==> config.mk <==
export PLATFORM = sky130hd
export DESIGN_NAME = match_sequencer_flat
export DESIGN_NICKNAME = d
export VERILOG_FILES = /design/src/rtl/match_sequencer_if.sv /design/src/rtl/match_sequencer.sv /design/src/flat_wrapper.sv
export SDC_FILE = /design/constraint.sdc
export NUM_CORES = 1
export LEC_CHECK = 0
export ABC_CLOCK_PERIOD_IN_PS = 2300
export CAP_MARGIN = 5
export CORE_MARGIN = 3
export CORE_UTILIZATION = 31
export CTS_CLUSTER_DIAMETER = 80
export DETAILED_ROUTE_END_ITERATION = 12
export PLACE_DENSITY_LB_ADDON = 0.12
export SYNTH_ARGS = -nofsm -noshare
export SYNTH_HDL_FRONTEND = slang
export SYNTH_SLANG_ARGS = --single-unit
==> constraint.sdc <==
create_clock -name clk -period 2.3 [get_ports clk]
set_input_delay 0.46 -clock clk [delete_from_list [all_inputs] [get_ports clk]]
set_output_delay 0.46 -clock clk [all_outputs]
set_load 0.01 [all_outputs]
==> src/rtl/match_sequencer_if.sv <==
// Bus bundle for match_sequencer: control pulses, live positions in, frame-stable
// positions and match status out.
interface match_sequencer_if;
    logic       start;
    logic       pause;
    logic       frame_end;
    logic       goal_team1;
    logic       goal_team2;
    logic [9:0] ball_x_in;
    logic [9:0] ball_y_in;
    logic [9:0] team1_ver_in;
    logic [9:0] team1_hor_in;
    logic [9:0] team2_ver_in;
    logic [9:0] team2_hor_in;
    logic [9:0] ball_x;
    logic [9:0] ball_y;
    logic [9:0] team1_ver_pos;
    logic [9:0] team1_hor_pos;
    logic [9:0] team2_ver_pos;
    logic [9:0] team2_hor_pos;
    logic [7:0] left_seconds;
    logic [3:0] score1;
    logic [3:0] score2;
    logic [1:0] state;
    logic       game_over;
    logic       freeze;

    modport master (
        output start, pause, frame_end, goal_team1, goal_team2,
               ball_x_in, ball_y_in, team1_ver_in, team1_hor_in, team2_ver_in, team2_hor_in,
        input  ball_x, ball_y, team1_ver_pos, team1_hor_pos, team2_ver_pos, team2_hor_pos,
               left_seconds, score1, score2, state, game_over, freeze
    );

    modport slave (
        input  start, pause, frame_end, goal_team1, goal_team2,
               ball_x_in, ball_y_in, team1_ver_in, team1_hor_in, team2_ver_in, team2_hor_in,
        output ball_x, ball_y, team1_ver_pos, team1_hor_pos, team2_ver_pos, team2_hor_pos,
               left_seconds, score1, score2, state, game_over, freeze
    );
endinterface

==> src/rtl/match_sequencer.sv <==
// Match timer/score sequencer with frame-latched positions.
// Define GOAL_HOLD_EN to pause play for HOLD_FRAMES frames after each goal.
module match_sequencer #(
    parameter int CLK_HZ        = 50000000,
    parameter int MATCH_SECONDS = 180,
    parameter int HOLD_FRAMES   = 60
) (
    input  logic              clk,
    input  logic              rst_n,
    match_sequencer_if.slave  bus
);
    typedef enum logic [1:0] {IDLE = 2'd0, RUN = 2'd1, GOAL_HOLD = 2'd2, OVER = 2'd3} state_t;

    localparam int               DIV_W    = (CLK_HZ > 1) ? $clog2(CLK_HZ) : 1;
    localparam logic [DIV_W-1:0] DIV_MAX  = DIV_W'(CLK_HZ - 1);
    localparam logic [7:0]       MATCH_LD = 8'(MATCH_SECONDS);

    state_t           state_q, state_d;
    logic [DIV_W-1:0] div_q, div_d;
    logic [7:0]       left_q, left_d;
    logic [3:0]       s1_q, s1_d, s2_q, s2_d;
    logic             game_over_q, freeze_q;
    logic [5:0][9:0]  pos_q;
    logic             tick;

`ifdef GOAL_HOLD_EN
    localparam logic [7:0] HOLD_LAST = 8'(HOLD_FRAMES - 1);
    logic [7:0] hold_q, hold_d;
    logic       goal_any;
    assign goal_any = bus.goal_team1 | bus.goal_team2;
`endif

    always_comb begin
        state_d = state_q;
        div_d   = div_q;
        left_d  = left_q;
        s1_d    = s1_q;
        s2_d    = s2_q;
        tick    = 1'b0;
`ifdef GOAL_HOLD_EN
        hold_d  = hold_q;
`endif
        case (state_q)
            IDLE, OVER: begin
                if (bus.start) begin
                    left_d  = MATCH_LD;
                    s1_d    = 4'd0;
                    s2_d    = 4'd0;
                    div_d   = '0;
                    state_d = RUN;
                end
            end
            RUN: begin
                if (!bus.pause) begin
                    if (div_q == DIV_MAX) begin
                        div_d = '0;
                        tick  = 1'b1;
                    end else begin
                        div_d = div_q + DIV_W'(1);
                    end
                end
                if (bus.goal_team1 && s1_q != 4'd15) s1_d = s1_q + 4'd1;
                if (bus.goal_team2 && s2_q != 4'd15) s2_d = s2_q + 4'd1;
                if (tick && left_q != 8'd0) left_d = left_q - 8'd1;
                // Expiry wins over a same-cycle goal: the goal still scores.
                if (tick && left_q <= 8'd1) begin
                    state_d = OVER;
                end
`ifdef GOAL_HOLD_EN
                else if (goal_any) begin
                    state_d = GOAL_HOLD;
                    hold_d  = 8'd0;
                end
`endif
            end
`ifdef GOAL_HOLD_EN
            GOAL_HOLD: begin
                if (bus.frame_end) begin
                    if (hold_q == HOLD_LAST) begin
                        state_d = RUN;
                        hold_d  = 8'd0;
                    end else begin
                        hold_d = hold_q + 8'd1;
                    end
                end
            end
`endif
            default: state_d = state_q;
        endcase
    end

    always_ff @(posedge clk or negedge rst_n) begin
        if (!rst_n) begin
            state_q     <= IDLE;
            div_q       <= '0;
            left_q      <= MATCH_LD;
            s1_q        <= 4'd0;
            s2_q        <= 4'd0;
            game_over_q <= 1'b0;
            freeze_q    <= 1'b1;
`ifdef GOAL_HOLD_EN
            hold_q      <= 8'd0;
`endif
        end else begin
            state_q     <= state_d;
            div_q       <= div_d;
            left_q      <= left_d;
            s1_q        <= s1_d;
            s2_q        <= s2_d;
            game_over_q <= (state_d == OVER);
            freeze_q    <= (state_d != RUN);
`ifdef GOAL_HOLD_EN
            hold_q      <= hold_d;
`endif
        end
    end

    // Positions latch at the end of each visible frame regardless of match state.
    always_ff @(posedge clk or negedge rst_n) begin
        if (!rst_n) begin
            pos_q <= '0;
        end else if (bus.frame_end) begin
            pos_q <= {bus.team2_hor_in, bus.team2_ver_in, bus.team1_hor_in,
                      bus.team1_ver_in, bus.ball_y_in, bus.ball_x_in};
        end
    end

    assign bus.ball_x        = pos_q[0];
    assign bus.ball_y        = pos_q[1];
    assign bus.team1_ver_pos = pos_q[2];
    assign bus.team1_hor_pos = pos_q[3];
    assign bus.team2_ver_pos = pos_q[4];
    assign bus.team2_hor_pos = pos_q[5];
    assign bus.left_seconds  = left_q;
    assign bus.score1        = s1_q;
    assign bus.score2        = s2_q;
    assign bus.state         = state_q;
    assign bus.game_over     = game_over_q;
    assign bus.freeze        = freeze_q;
endmodule

==> src/flat_wrapper.sv <==
// flat-port wrapper written by rule: the top's interface ports become plain ports
module match_sequencer_flat 
#(
    parameter int CLK_HZ        = 50000000,
    parameter int MATCH_SECONDS = 180,
    parameter int HOLD_FRAMES   = 60
)
  (clk, rst_n, bus_start, bus_pause, bus_frame_end, bus_goal_team1, bus_goal_team2, bus_ball_x_in, bus_ball_y_in, bus_team1_ver_in, bus_team1_hor_in, bus_team2_ver_in, bus_team2_hor_in, bus_ball_x, bus_ball_y, bus_team1_ver_pos, bus_team1_hor_pos, bus_team2_ver_pos, bus_team2_hor_pos, bus_left_seconds, bus_score1, bus_score2, bus_state, bus_game_over, bus_freeze);
  match_sequencer_if bus_i ();
  input  logic clk;
  input  logic rst_n;
  input wire logic [$bits(bus_i.start)-1:0] bus_start;
  input wire logic [$bits(bus_i.pause)-1:0] bus_pause;
  input wire logic [$bits(bus_i.frame_end)-1:0] bus_frame_end;
  input wire logic [$bits(bus_i.goal_team1)-1:0] bus_goal_team1;
  input wire logic [$bits(bus_i.goal_team2)-1:0] bus_goal_team2;
  input wire logic [$bits(bus_i.ball_x_in)-1:0] bus_ball_x_in;
  input wire logic [$bits(bus_i.ball_y_in)-1:0] bus_ball_y_in;
  input wire logic [$bits(bus_i.team1_ver_in)-1:0] bus_team1_ver_in;
  input wire logic [$bits(bus_i.team1_hor_in)-1:0] bus_team1_hor_in;
  input wire logic [$bits(bus_i.team2_ver_in)-1:0] bus_team2_ver_in;
  input wire logic [$bits(bus_i.team2_hor_in)-1:0] bus_team2_hor_in;
  output wire logic [$bits(bus_i.ball_x)-1:0] bus_ball_x;
  output wire logic [$bits(bus_i.ball_y)-1:0] bus_ball_y;
  output wire logic [$bits(bus_i.team1_ver_pos)-1:0] bus_team1_ver_pos;
  output wire logic [$bits(bus_i.team1_hor_pos)-1:0] bus_team1_hor_pos;
  output wire logic [$bits(bus_i.team2_ver_pos)-1:0] bus_team2_ver_pos;
  output wire logic [$bits(bus_i.team2_hor_pos)-1:0] bus_team2_hor_pos;
  output wire logic [$bits(bus_i.left_seconds)-1:0] bus_left_seconds;
  output wire logic [$bits(bus_i.score1)-1:0] bus_score1;
  output wire logic [$bits(bus_i.score2)-1:0] bus_score2;
  output wire logic [$bits(bus_i.state)-1:0] bus_state;
  output wire logic [$bits(bus_i.game_over)-1:0] bus_game_over;
  output wire logic [$bits(bus_i.freeze)-1:0] bus_freeze;
  assign bus_i.start = bus_start;
  assign bus_i.pause = bus_pause;
  assign bus_i.frame_end = bus_frame_end;
  assign bus_i.goal_team1 = bus_goal_team1;
  assign bus_i.goal_team2 = bus_goal_team2;
  assign bus_i.ball_x_in = bus_ball_x_in;
  assign bus_i.ball_y_in = bus_ball_y_in;
  assign bus_i.team1_ver_in = bus_team1_ver_in;
  assign bus_i.team1_hor_in = bus_team1_hor_in;
  assign bus_i.team2_ver_in = bus_team2_ver_in;
  assign bus_i.team2_hor_in = bus_team2_hor_in;
  assign bus_ball_x = bus_i.ball_x;
  assign bus_ball_y = bus_i.ball_y;
  assign bus_team1_ver_pos = bus_i.team1_ver_pos;
  assign bus_team1_hor_pos = bus_i.team1_hor_pos;
  assign bus_team2_ver_pos = bus_i.team2_ver_pos;
  assign bus_team2_hor_pos = bus_i.team2_hor_pos;
  assign bus_left_seconds = bus_i.left_seconds;
  assign bus_score1 = bus_i.score1;
  assign bus_score2 = bus_i.score2;
  assign bus_state = bus_i.state;
  assign bus_game_over = bus_i.game_over;
  assign bus_freeze = bus_i.freeze;
  match_sequencer #(.CLK_HZ(CLK_HZ), .MATCH_SECONDS(MATCH_SECONDS), .HOLD_FRAMES(HOLD_FRAMES)) u_core (.clk(clk), .rst_n(rst_n), .bus(bus_i));
endmodule
==> results of run 1 <==
critical path: cells and delay by family (launching register included):
| kind | cells | cell delay, ns |
|---|---|---|
| AND/OR/NAND/NOR | 4 | 1.03 |
| adder cells (fa/ha/maj) | 1 | 0.22 |
| AO/OA/AOI/OAI | 1 | 0.17 |
| buffers and inverters | 1 | 0.26 |
| flip-flops | 1 | 0.40 |
stage by stage:
stage	area, um^2	total power [mW]	cells	hold slack [ns]	utilization
finish	7060	5.09	798	0.0442	0.461
global route	7060	5.35	798	0.0685	0.461
CTS	7060	5.18	798	0.0599	0.461
detailed placement	6720	3.43	782	0.443	0.439
global placement	6720	3.41	782	0.445	0.439
floorplan	4900	2.77	425	0.164	-
layer usage:
metal	part of all wire	vias up	track usage
li1	-	1866	-
met1	0.48	1893	0.205
met2	0.44	144	0.215
met3	0.075	8	0.0477
met4	0.0092	0	0.0478
met5	0	-	0
path summary, 6_finish.rpt:
path | to | from | slack [ns]
worst max-delay path | u_core.bus.left_seconds[7] | u_core.div_q[1] | 0.14
worst min-delay path | u_core.bus.team2_hor_pos[1] | rst_n | 0.04
worst max register to register | u_core.bus.left_seconds[7] | u_core.div_q[1] | 0.14
worst min register to register | u_core.div_q[6] | u_core.div_q[6] | 0.49
max in group asynchronous | u_core.bus.freeze | rst_n | 1.52
min in group clk | u_core.div_q[6] | u_core.div_q[6] | 0.49
cell usage after synthesis (7+ instances only):
| master | number | area (um^2) |
|---|---|---|
| nor2_1 | 18 | 67.6 |
| inv_1 | 11 | 41.3 |
| and3_1 | 10 | 62.6 |
| nand3_1 | 17 | 85.1 |
| a31oi_1 | 20 | 125 |
| ha_1 | 7 | 87.6 |
| xor2_1 | 8 | 70.1 |
| mux2_2 | 61 | 687 |
| nand4_1 | 10 | 62.6 |
| dfrtp_1 | 101 | 2530 |
| nand2_1 | 33 | 124 |
| a21oi_1 | 11 | 55.1 |
| o21ai_0 | 11 | 55.1 |
| clkbuf_1 | 17 | 63.8 |
logic make-up after synthesis:
logic type / share of synthesized area
AO/OA/AOI/OAI: 0.103
buffers and inverters: 0.0327
flip-flops: 0.543
adder cells (fa/ha/maj): 0.0179
AND/OR/NAND/NOR: 0.138
XOR/XNOR: 0.0179
multiplexers: 0.148
power by group:
group / leakage [nW] / internal [mW] / switching, mW
Sequential: 1.28 / 2.09 / 0.203
Combinational: 1.50 / 0.651 / 0.428
Clock: 0.162 / 1.02 / 0.696
final cells by class:
class	instances	share of cell area
Tap cell	211	0.0374
Clock buffer	11	0.0358
Inverter	12	0.00638
Timing Repair Buffer	170	0.237
Sequential cell	106	0.377
Clock inverter	5	0.0121
Multi-Input combinational cell	283	0.295
registers in the layout, indices dropped and copies added, names as in the netlist:
name and flops:
u_core.bus.ball_x 10, u_core.bus.ball_y 10, u_core.bus.freeze 1, u_core.bus.game_over 1, u_core.bus.left_seconds 8, u_core.bus.score1 4
u_core.bus.score2 4, u_core.bus.state 2, u_core.bus.team1_hor_pos 10, u_core.bus.team1_ver_pos 10, u_core.bus.team2_hor_pos 10, u_core.bus.team2_ver_pos 10
u_core.div_q 26
==> summary.txt, run 1 <==
Sink Count - 106
Core Area - 0.0153 mm^2
Mapped Area - 0.00490 mm^2
Max Slew Vio Count - 0
Layout Nets - 656
Worst vdd ir - 0.387 mV
Number of buffers created by CTS - 9
Worst Path Arrival - 2.43 ns
Worst hold-check path type - input pin to async pin
GP Congestion - 0.835
Ratio of cells with drive above 1 in the final layout - 0.201
Synthesized net count - 499
CP Class - register to register
Clock transition at path regs - 0.07 ns
Place WS - 0.143 ns
FP Rows - 45
Storage element area - 0.00266 mm^2
Drt drc - 0
Commonest non-fill, non-tap cell in the layout - clkdlybuf4s50_1
Reg2reg path depth - 7
Total GRT Usage - 0.146
Clock Skews - 0.00613 ns
# Max-Cap Violations - 0
Clock Tree Root - clkbuf_16
Initial core utilization - 0.320
Final worst slack - 0.143 ns
Post-DP HPWL - 9230 um
Slowest CP cell - dfrtp_1
Post-synth ARST share - 1.00
Multi-input gate area - 0.00208 mm^2
1st-iter DRT viols - 287
IO Pins - 147
Post-DRT Antenna Nets - 0
Ordered list of cells on the worst path - ha_1, and3_1, and4_4, nand3b_1, buf_4, or2_2, a31oi_1
Largest stage delay, worst path - 0.40 ns
CTS Hold Buffers Added - 0
Rel. slew slack - 0.589
Critical Path Sink Type - register
Seq/Total Area, Yosys - 0.543
P_leak - 2.94 nW
Setup bufs post-CTS - 0
Drt total wl - 12600 um
Number of enable flip-flop cells after synthesis - 0
Final setup vio count - 0
Via count - 3911
Inserted Diodes - 0
CP Max Fanout - 9
Period minus WS final - 2.16 ns
Die Span Y - 132 um
Transition time of the tightest slew-check pin - 0.614 ns
Die extent in x - 132 um
Yosys warns - 0
Prevailing post-synth register cell - dfrtp_1
Unique masters post-synth - 54
Avg Cell Area, Syn - 11.5 um^2
Syn Inst Count - 425
PwrDens - 721 mW/mm^2
Vias in the first global route - 3766
Most frequent cells in the layout - 144 x clkdlybuf4s50_1, 101 x dfrtp_1, 61 x mux2_2, 33 x nand2_1, 22 x buf_4
PostCTS Resize Cnt - 0
Largest net degree at the start of global routing - 61
Vias per inst - 4.90
# fillers - 1427
Initial antenna violation count - 0
Crit start category - register
Port-buffer cells - 146
Data required, critical path - 2.57 ns
RSZ-0062 raised after global routing - false
Die area - 0.0174 mm^2
#FFs+latches synth - 106
Peak Freq - 0.464 GHz
Fin crit share - 0.938
Area Overhead vs Synth - 44.0%
Post-DR wirelength/cell - 15.8 um
Final hold violations - 0
Clock Tree Buf Depth - 2
Fin Setup TNS - 0 ns
Overflow after GRT - 0
Outcome - complete, no violations
Drt first pass iters - 4
First-pass GRT wire length - 20700 um
Worst-skew pair later-pin latency - 0.35 ns
CTS tree - done
H-tree Lvls - 3
Note: power is estimated with default switching activity, not from simulation.
==> run 2: changes to the inputs <==
- CAP_MARGIN: 5 -> 0
==> results of run 2 <==
The final DEF is identical to that of run 1; final timing and power are the same.
==> run 3: changes to the inputs <==
- CORE_UTILIZATION: 31 -> 30
==> summary.txt, run 3 (synthesized netlist as in run 1, its figures left out) <==
Clock Skews - 0.00648 ns (+0.000351 ns)
Largest net degree at the start of global routing - 61 (unchanged)
Reg2reg path depth - 6 (-1)
Data required, critical path - 2.54 ns (-0.03 ns)
FP Rows - 46 (+2.2%)
Max reg flops - 26 (unchanged)
Max Slew Vio Count - 0 (unchanged)
Worst vdd ir - 0.462 mV (+19%)
CTS tree - done
Reg2Reg Setup Slack - 0.22 ns (+0.08 ns)
RSZ-0062 raised after global routing - false
Worst hold-check path type - input pin to async pin
Crit start category - register
Overflow after GRT - 0 (unchanged)
First-pass GRT wire length - 20400 um (-1.5%)
Vias per inst - 4.89 (-0.27%)
Drt drc - 0 (unchanged)
Clock Tree Buf Depth - 2 (unchanged)
Post-Layout Cell Count - 802 (+0.50%)
Core Area - 0.0159 mm^2 (+4.1%)
Post-DRT Antenna Nets - 0 (unchanged)
Transition time of the tightest slew-check pin - 0.678 ns (+0.0641 ns)
Critical Path Source - u_core.div_q[9]
Clock Tree Root - clkbuf_16
Final setup vio count - 0 (unchanged)
Sink Count - 106 (unchanged)
RR Startpoint - u_core.div_q[9]
Die Span Y - 134 um (+1.6%)
Total GRT Usage - 0.141 (-0.00495)
Worst-skew pair later-pin latency - 0.35 ns (about the same)
RR Endpoint - u_core.bus.left_seconds[5]
Fin area - 0.00700 mm^2 (-0.78%)
Vias in the first global route - 3779 (+0.35%)
Fin crit share - 0.904 (-0.0334)
CP Class - register to register
Final hold violations - 0 (unchanged)
H-tree Lvls - 3 (unchanged)
Worst Path Arrival - 2.32 ns (-0.11 ns)
PostCTS Resize Cnt - 0 (unchanged)
Rel. slew slack - 0.544 (-0.0444)
Critical Path Sink Type - register
Drt total wl - 12700 um (+0.81%)
DP Cell Count - 787 (+0.64%)
Area Overhead vs Synth - 42.9%
IO Pins - 147 (unchanged)
# fillers - 1519 (+6.4%)
Via count - 3920 (+0.23%)
DP Area - 0.00673 mm^2 (about the same)
CP Max Fanout - 9 (unchanged)
CTS Hold Buffers Added - 0 (unchanged)
GP Congestion - 0.824 (-1.3%)
Post-DP HPWL - 9270 um (+0.49%)
Number of buffers created by CTS - 9 (unchanged)
Outcome - complete, no violations
Commonest non-fill, non-tap cell in the layout - clkdlybuf4s50_1
Initial core utilization - 0.307 (-0.0126)
Layout Nets - 656 (unchanged)
Storage element area - 0.00266 mm^2 (unchanged)
Die area - 0.0179 mm^2 (+3.2%)
PwrDens - 690 mW/mm^2 (-4.3%)
P_leak - 2.91 nW (-0.97%)
Biggest register - u_core.div_q
Fin Setup TNS - 0 ns (unchanged)
Port-buffer cells - 146 (unchanged)
Inserted Diodes - 0 (unchanged)
Ratio of cells with drive above 1 in the final layout - 0.200 (-0.00136)
Multi-input gate area - 0.00208 mm^2 (unchanged)
Post-DR wirelength/cell - 15.8 um (+0.31%)
Clock transition at path regs - 0.07 ns (about the same)
Initial antenna violation count - 1 (+1)
Setup bufs post-CTS - 0 (unchanged)
Period minus WS final - 2.08 ns (-0.0768 ns)
Drt first pass iters - 4 (unchanged)
Die extent in x - 134 um (+1.6%)
# Max-Cap Violations - 0 (unchanged)
1st-iter DRT viols - 113 (-61%)
Peak Freq - 0.481 GHz (+3.7%)
Total Power - 4.83 mW (-5.1%)
Most frequent cells in the layout - 144 x clkdlybuf4s50_1, 101 x dfrtp_1, 61 x mux2_2, 33 x nand2_1, 22 x buf_4
## run 3: stage by stage
stage               setup slack, ns  hold slack [ns]   util
global route                0.00943            0.131  0.439
CTS                           0.190            0.108  0.439
detailed placement            0.205            0.486  0.422
finish                        0.220           0.0942  0.439
global placement              0.228            0.473  0.422
floorplan                     0.181            0.164      -
## run 3: final cells by class
cell class | instances | area share
clock inverter | 6 | 0.00732
timing repair buffer | 170 | 0.239
sequential | 106 | 0.380
clock buffer | 9 | 0.0322
tap | 216 | 0.0386
multi-input combinational | 283 | 0.297
inverter | 12 | 0.00643
## run 3: where the power goes
group,total [mW],internal (mW),switching (mW)
clock,1.46,0.743,0.722
combinational,1.07,0.648,0.424
sequential,2.30,2.09,0.204
## run 3: worst max path at each step
stage               slack, ns                    endpoint
detailed placement       0.21  u_core.bus.left_seconds[2]
global route            0.009  u_core.bus.left_seconds[2]
global placement         0.23  u_core.bus.left_seconds[3]
floorplan                0.18  u_core.bus.left_seconds[2]
CTS                      0.19  u_core.bus.left_seconds[5]
finish                   0.22  u_core.bus.left_seconds[5]
## run 3: worst max-delay path, stage by stage (launching register included)
cell and delay, ns:
dfrtp_1 0.41, nor4b_1 0.30, and4_1 0.37, nand3b_1 0.14, buf_4 0.18, o311a_1 0.34
a211oi_1 0.24
## run 3: per-layer routing
metal  routed length (um)  global-route usage  vias to the layer above
met5                   11                   0                        -
met4                  177              0.0423                        2
met3                 1130              0.0465                       19
met2                 5210               0.202                      152
met1                 6180               0.204                     1872
li1                     -                   -                     1875
